===== src/rtl/comparator_bist.sv =====
// Built-in self test for a 4-bit magnitude comparator.
// Sweeps all 256 {A,B} operand pairs. Each pair is held for SETTLE cycles,
// then the comparator's gt/lt/eq response is checked against the ideal one.
// Reports a count of failing pairs and captures the first failing pair.
module comparator_bist #(
  parameter int SETTLE = 2
) (
  input  logic       clk,
  input  logic       rst,
  input  logic       start,
  output logic [3:0] A,
  output logic [3:0] B,
  input  logic       AgtB,
  input  logic       AltB,
  input  logic       AeqB,
  output logic       busy,
  output logic       done,
  output logic       pass,
  output logic [8:0] err_count,
  output logic       fail_valid,
  output logic [3:0] fail_a,
  output logic [3:0] fail_b
);

  // SETTLING is the per-vector wait state; it is not called SETTLE because
  // that name is already taken by the parameter.
  typedef enum logic [1:0] {
    IDLE,
    SETTLING,
    CHECK,
    DONE
  } state_t;

  localparam logic [3:0] SettleLoad = 4'(SETTLE - 1);

  state_t      state;
  state_t      nextState;
  logic [7:0]  idx;
  logic [3:0]  waitCount;
  logic [8:0]  errCount;
  logic        failValid;
  logic [3:0]  failA;
  logic [3:0]  failB;
  logic        expGt;
  logic        expLt;
  logic        expEq;
  logic        vectorFails;

  // The operands come straight from the index register, so they are registered.
  assign A = idx[7:4];
  assign B = idx[3:0];

  // Expected response of an ideal unsigned comparator. Any bit that differs,
  // including a response that is not one-hot, marks the vector as failing.
  assign expGt       = (A > B);
  assign expLt       = (A < B);
  assign expEq       = (A == B);
  assign vectorFails = ({AgtB, AltB, AeqB} != {expGt, expLt, expEq});

  assign busy       = (state == SETTLING) || (state == CHECK);
  assign done       = (state == DONE);
  assign pass       = done && (errCount == 9'd0);
  assign err_count  = errCount;
  assign fail_valid = failValid;
  assign fail_a     = failA;
  assign fail_b     = failB;

  // State register.
  always_ff @(posedge clk or posedge rst) begin
    if (rst) begin
      state <= IDLE;
    end else begin
      state <= nextState;
    end
  end

  // Next-state logic: start is honoured only from IDLE or DONE.
  always_comb begin
    nextState = state;
    case (state)
      IDLE, DONE: begin
        if (start) begin
          nextState = SETTLING;
        end
      end
      SETTLING: begin
        if (waitCount == 4'd0) begin
          nextState = CHECK;
        end
      end
      CHECK: begin
        if (idx == 8'hFF) begin
          nextState = DONE;
        end else begin
          nextState = SETTLING;
        end
      end
      default: nextState = IDLE;
    endcase
  end

  // Sweep datapath: vector index, settle counter, error count and first-failure capture.
  always_ff @(posedge clk or posedge rst) begin
    if (rst) begin
      idx       <= 8'd0;
      waitCount <= 4'd0;
      errCount  <= 9'd0;
      failValid <= 1'b0;
      failA     <= 4'd0;
      failB     <= 4'd0;
    end else begin
      case (state)
        IDLE, DONE: begin
          if (start) begin
            idx       <= 8'd0;
            waitCount <= SettleLoad;
            errCount  <= 9'd0;
            failValid <= 1'b0;
            failA     <= 4'd0;
            failB     <= 4'd0;
          end
        end
        SETTLING: begin
          if (waitCount != 4'd0) begin
            waitCount <= waitCount - 4'd1;
          end
        end
        CHECK: begin
          if (vectorFails) begin
            if (errCount != 9'd256) begin
              errCount <= errCount + 9'd1;
            end
            if (!failValid) begin
              failValid <= 1'b1;
              failA     <= A;
              failB     <= B;
            end
          end
          if (idx != 8'hFF) begin
            idx       <= idx + 8'd1;
            waitCount <= SettleLoad;
          end
        end
        default: begin
          idx <= idx;
        end
      endcase
    end
  end

endmodule


===== config.mk =====
export PLATFORM = sky130hd
export DESIGN_NAME = comparator_bist
export DESIGN_NICKNAME = d
export VERILOG_FILES = /design/src/rtl/comparator_bist.sv
export SDC_FILE = /design/constraint.sdc
export NUM_CORES = 1
export LEC_CHECK = 0
export CELL_PAD_IN_SITES_DETAIL_PLACEMENT = 0
export CELL_PAD_IN_SITES_GLOBAL_PLACEMENT = 2
export CORE_AREA = 5 5 86 88
export DETAILED_ROUTE_END_ITERATION = 12
export DIE_AREA = 0 0 91 93
export GPL_TIMING_DRIVEN = 0
export PLACE_DENSITY_LB_ADDON = 0.1
export SLEW_MARGIN = 0
export SYNTH_ARGS = -nofsm -noshare
export SYNTH_HDL_FRONTEND = slang
export SYNTH_SLANG_ARGS = --single-unit
export TNS_END_PERCENT = 10

===== constraint.sdc =====
create_clock -name clk -period 2.5 [get_ports clk]
set_input_delay 0.5 -clock clk [delete_from_list [all_inputs] [get_ports clk]]
set_output_delay 0.5 -clock clk [all_outputs]
set_load 0.02 [all_outputs]

# After elaboration in Yosys (flattened, before gate mapping)

Index checks and enable logic that the tools add are counted.

Reduce and logical (&&, ||, !) cells: 14
Mux-type cells: 25
$lt $le $gt $ge: 2
Equality and inequality tests: 15
$add $sub $neg: 3

Operator list:

| kind                | number |
|---|---|
| $mux 4              | 8 |
| $mux 9              | 3 |
| $pmux 9 s2          | 1 |
| $mux 8              | 2 |
| $pmux 4 s2          | 2 |
| $pmux 8 s2          | 1 |
| $pmux 4 s3          | 1 |
| $add 9x1->9 const B | 1 |
| $logic_not 9->1     | 1 |
| $ne 9x9->1 const B  | 1 |
| $reduce_and 3->1    | 3 |
| $add 8x1->8 const B | 1 |
| $eq 8x8->1 const B  | 1 |
| $ne 2x1->1 const B  | 4 |
| $ne 8x8->1 const B  | 1 |
| $reduce_and 4->1    | 2 |
| $mux 2              | 3 |
| $ne 2x2->1 const B  | 3 |
| $pmux 2 s3          | 1 |
| $eq 2x2->1 const B  | 2 |
| $eq 4x4->1          | 1 |
| $gt 4x4->1          | 1 |
| $logic_not 4->1     | 1 |
| $lt 4x4->1          | 1 |
| 12 further kinds    | 13 |

Bits in registers: 32
Input port bits: 6
Output and inout bits: 29
Word-level logic and storage cells: 66

# Longest topological paths before layout

Word-level depth: 4
Gate-level depth with buffers: 10
Depth with buffers taken out: 8

# Worst setup path before layout

Ideal clock, no wire load.

Path kind: flip-flop to flip-flop
Start point: reg idx[3]
End point: reg errCount[2], in the netlist err_count[2]
Setup slack: 0.134 ns
Stages on the path, launching flop included: 9
Library setup time: 0.129 ns
Data arrival time: 2.237 ns
Path through: dfrtp_1 > inv_1 > ha_1 > and4_4 > mux2_4 > a2111o_1 > o211ai_4 > mux2i_1 > o21ai_0

Cells in the longest elaborated chain, start to end: 4
Elaborated cells on any way between the ends: 6
Classes of those cells: order compare (2); eq/ne (3); reduce/logical (1)

Ends and longest elaborated chain:

| element                             | RTL line | source |
|---|---|---|
| start: declaration                  | 38       | `logic [7:0] idx;` |
| start signal: assignment            | 140      | `idx <= idx + 8'd1;` |
| start signal: assignment            | 145      | `idx <= idx;` |
| $lt 4x4->1 (tied with other cells)  | 56       | `assign expLt = (A < B);` |
| $ne 3x3->1 *                        | 58       | `assign vectorFails = ({AgtB, AltB, AeqB} != {expGt, expLt, expEq});` |
| $ne 2x2->1 (no source line) *       | --       |  |
| $reduce_and 4->1 (no source line) * | --       |  |
| end signal: assignment              | 131      | `errCount <= errCount + 9'd1;` |
| end: declaration                    | 40       | `logic [8:0] errCount;` |

Mark *: on every way between the ends. The rest lies on a longest branch, timed or not.
A chain may end at the register's enable or synchronous reset.

# Final worst setup path

Start point: reg idx[1]
End point: reg failB[0], in the netlist fail_b[0]

Cells in the longest elaborated chain, start to end: 4
Elaborated cells on any way between the ends: 6
Classes of those cells: order compare (2); eq/ne (3); reduce/logical (1)

Ends and longest elaborated chain:

| element                             | RTL line | source |
|---|---|---|
| $lt 4x4->1 (tied with other cells)  | 56       |  |
| $ne 3x3->1 *                        | 58       |  |
| $ne 2x2->1 (no source line) *       | --       |  |
| $reduce_and 4->1 (no source line) * | --       |  |
| end signal: assignment              | 110      | `failB <= 4'd0;` |
| end signal: assignment              | 120      | `failB <= 4'd0;` |
| end signal: assignment              | 136      | `failB <= B;` |
| end: declaration                    | 43       | `logic [3:0] failB;` |

Marks and branches as above.

==> results by group <==
Worst hold path
  – Hold Crit Class: flip-flop to flip-flop

Clock tree
  – CTS H-Tree Depth: 2
  – TritonCTS Sinks: 32
  – Clk_lat worst skew: between 0.2 and 0.3 ns
  – Clock buffer depth: 2
  – CTS tree: built
  – Clk root buf: clkbuf_8
  – Clock transition at the registers of the reported paths: about 0.070 ns
  – Hold buffer count at cts: 0
  – CTS buffer count: 5

Floorplanning
  – Die ar.: 8460 um^2
  – Initial Utilization: 0.306
  – Row cnt: 30
  – Die Y: 93 um
  – Io pins: 35
  – Chip width: 91 um
  – Core ar.: roughly 6600 um^2

STA
  – Endpoints failing setup: 0
  – Worst-margin pin slew: 0.716 ns
  – Min Tclk post-route: 2.37 ns
  – Worst clock skew: roughly 0.0070 ns
  – Final Cycle Share: 0.947
  – Fmax: 422 MHz
  – Final hold slack: 0.513 ns
  – Final Max Tran Viols: 0
  – Unrepaired setup endpoints after global routing: true
  – Setup TNS: 0 ns
  – Final Hold Viols: 0
  – Max_slew headroom: 0.522

Synthesis
  – EDFF count, synth: 0
  – Post-synthesis compound-gate area fraction: 0.160
  – Synthesized cell area: between 2000 and 2500 um^2
  – Post-synthesis sequential area ratio: 0.398
  – Synth Area in Simple Gates: 0.251
  – Avg Cell Area, Syn: approximately 9.2 um^2
  – Largest family of logic cells by synthesized area: simple AND/OR/NAND/NOR gates
  – Multiplexer share of the synthesized area: 0.0305
  – Top post-synthesis cells by area: dfrtp_1 (40%), ha_1 (7.5%), nand2_1 (7.1%), o211ai_2 (5.0%), nor2_1 (3.2%)
  – Adder-cell share of the synthesized area: 0.0746
  – Cells after Synth: 219
  – Async SR Flop Fraction: 1.00
  – Post-synthesis xor/xnor area fraction: 0.0348
  – Yosys top cell by area: dfrtp_1
  – YS warnings: 0
  – Synth top area share: 0.398
  – Yosys reg bits: 32
  – Synth unique cells: 44
  – Net Count, Synth: between 200 and 250
  – Ys flop type: dfrtp_1

Finish
  – Post-route insts no fill: 344
  – Final instance area: 2650 um^2
  – Share of cells above drive strength 1: 0.144
  – N_diodes: 0
  – # nets final: 281
  – Layout area overhead: 31.6%
  – Final design utilization: 0.403

Critical path
  – WS Path Type: flip-flop to flip-flop
  – Worst EP required: 2.67 ns
  – Worst Setup Start Kind: flip-flop
  – Crit Path Max Fanout: 8
  – Data arrival, critical path: 2.53 ns
  – Worst Setup End Kind: flip-flop

Placement
  – Placer Congestion: 0.702
  – Placed instance area: around 2500 um^2
  – PortBufs: 34
  – DP Wirelength: 3780 um
  – Dpl cells: 333

Routing
  – Antenna viol nets, final: 0
  – Via count: approximately 1700
  – Initial drt markers: 38
  – WL/cell: 15.4 um
  – Residual DRC: 0
  – Drt total wl: 5300 um
  – Vias/cell: between 4 and 5
  – Drt pass-1 iters: 4

GRT
  – Total Routing Usage GR: 0.125
  – GR Overflow Total: 0
  – Global-route wire length before repair: ~8600 um
  – Largest net degree at the start of global routing: 33
  – Initial antenna violation count: 0
  – Vias in the first global route: 1652

Pwr
  – Power per standard cell area: 684 nW/um^2
  – Register share of total power: 0.413
  – Internal power: between 1 and 1.5 mW
  – Leak: 1.14 nW
  – Clock power share: 0.308
  – Net Sw Power: 594 uW
  – Peak VDD IR: 326 uV
  – Gate power share: 0.278
  – Sw frac: 0.328

Job
  – Max-Cap Viols: 0

Run status
  – Outcome: completed
## path summary, 6_finish.rpt
path | endpoint | startpoint | slack [ns] | depth (start not counted)
worst min-delay path | fail_a[3] | fail_a[3] | 0.51 | 2
max in group asynchronous | idx[4] | rst | 1.36 | 2
worst max register to register | fail_b[0] | idx[1] | 0.13 | 9
min in group asynchronous | idx[5] | rst | 0.65 | 2
worst max-delay path | fail_b[0] | idx[1] | 0.13 | 9
worst min register to register | fail_a[3] | fail_a[3] | 0.51 | 2
## worst max-delay path: stages, from the launching register on
cell and delay [ns]:
dfrtp_1 0.45, inv_1 0.09, ha_1 0.29, nor2b_1 0.13, o211ai_1 0.27, nand4b_1 0.30, a21oi_4 0.31, or2_1 0.15
buf_6 0.15, o211ai_2 0.09
## cells by family (layout without fill, tap and decap cells)
logic type,count (synthesis),after routing
xor gates and xnor gates,8,8
muxes,5,5
DFF,32,32
AOI/OAI and AO/OA,39,39
and+or+nand+nor,100,100
buffers and inverters,23,68
adders and majority gates,12,12
## layout make-up
type,count,area [um^2]
fillers,665,3920
multi-input cells,164,1150
flip-flops and latches,32,805
repair buffers,37,362
well taps,80,100
clock buffers,7,96.3
inverters,15,56.3
plain buffers,8,46.3
clock inverters,1,30.0
## metal layers
layer | share of wire | wire length, um | global-route usage | vias to the layer above
met1 | 0.49 | 2620 | 0.173 | 825
li1 | - | - | - | 854
met3 | 0.035 | 183 | 0.0306 | 7
met2 | 0.46 | 2430 | 0.194 | 26
met4 | 0.012 | 62 | 0.0367 | 0
met5 | 0 | 0 | 0 | -
## cell usage in the layout, fill, tap and decap left out, types with 4 or more instances in the layout
master	instances
nand3_1	10
o21ai_0	12
nand2_1	38
inv_1	14
and3_1	4
dfrtp_1	29
o211ai_2	8
xnor2_1	6
clkdlybuf4s50_1	33
a21oi_1	5
clkbuf_8	7
ha_1	11
nand4_1	5
nand3b_1	5
nor2_1	17
## synthesized netlist by cell type, drive strengths merged, types with 4 or more instances
library cell  count
nand2            38
dfrtp            32
nor2             18
inv              15
o21ai            14
ha               12
nand3            10
o211ai           10
a21oi             6
buf               6
xnor2             6
nand3b            5
nand4             5
and3              4
## sequential cells by signal (all words and copies together) (netlist names)
| name | flops |
|---|---|
| err_count | 9 |
| idx | 8 |
| fail_a | 4 |
| fail_b | 4 |
| waitCount | 4 |
| state | 2 |
| fail_valid | 1 |
## metrics by stage
| stage | setup WS [ns] | power, mW |
|---|---|---|
| after global placement | 0.00354 | 1.26 |
| after detailed placement | 0.0248 | 1.26 |
| after global routing | -0.0150 | 1.92 |
| final | 0.133 | 1.81 |
| after floorplan | 0.134 | 0.995 |
| after CTS | 0.0239 | 1.85 |
## repair_timing
action / in CTS / in global routing
buffers inserted: 0 / 3
setup endpoints to repair: 1 / 20
gates resized for setup: 3 / 7
pin swaps: 0 / 2
## power groups by stage
| stage | Clock, mW | Sequential [mW] | Combinational [mW] |
|---|---|---|---|
| 2_1_floorplan | 0 | 0.837 | 0.158 |
| 3_3_place_gp | 0 | 0.753 | 0.503 |
| 3_5_place_dp | 0 | 0.751 | 0.505 |
| 4_1_cts | 0.581 | 0.752 | 0.514 |
| 5_1_grt | 0.601 | 0.772 | 0.547 |
| 6_report | 0.559 | 0.749 | 0.504 |
Note: power is estimated with default switching activity, not from simulation.
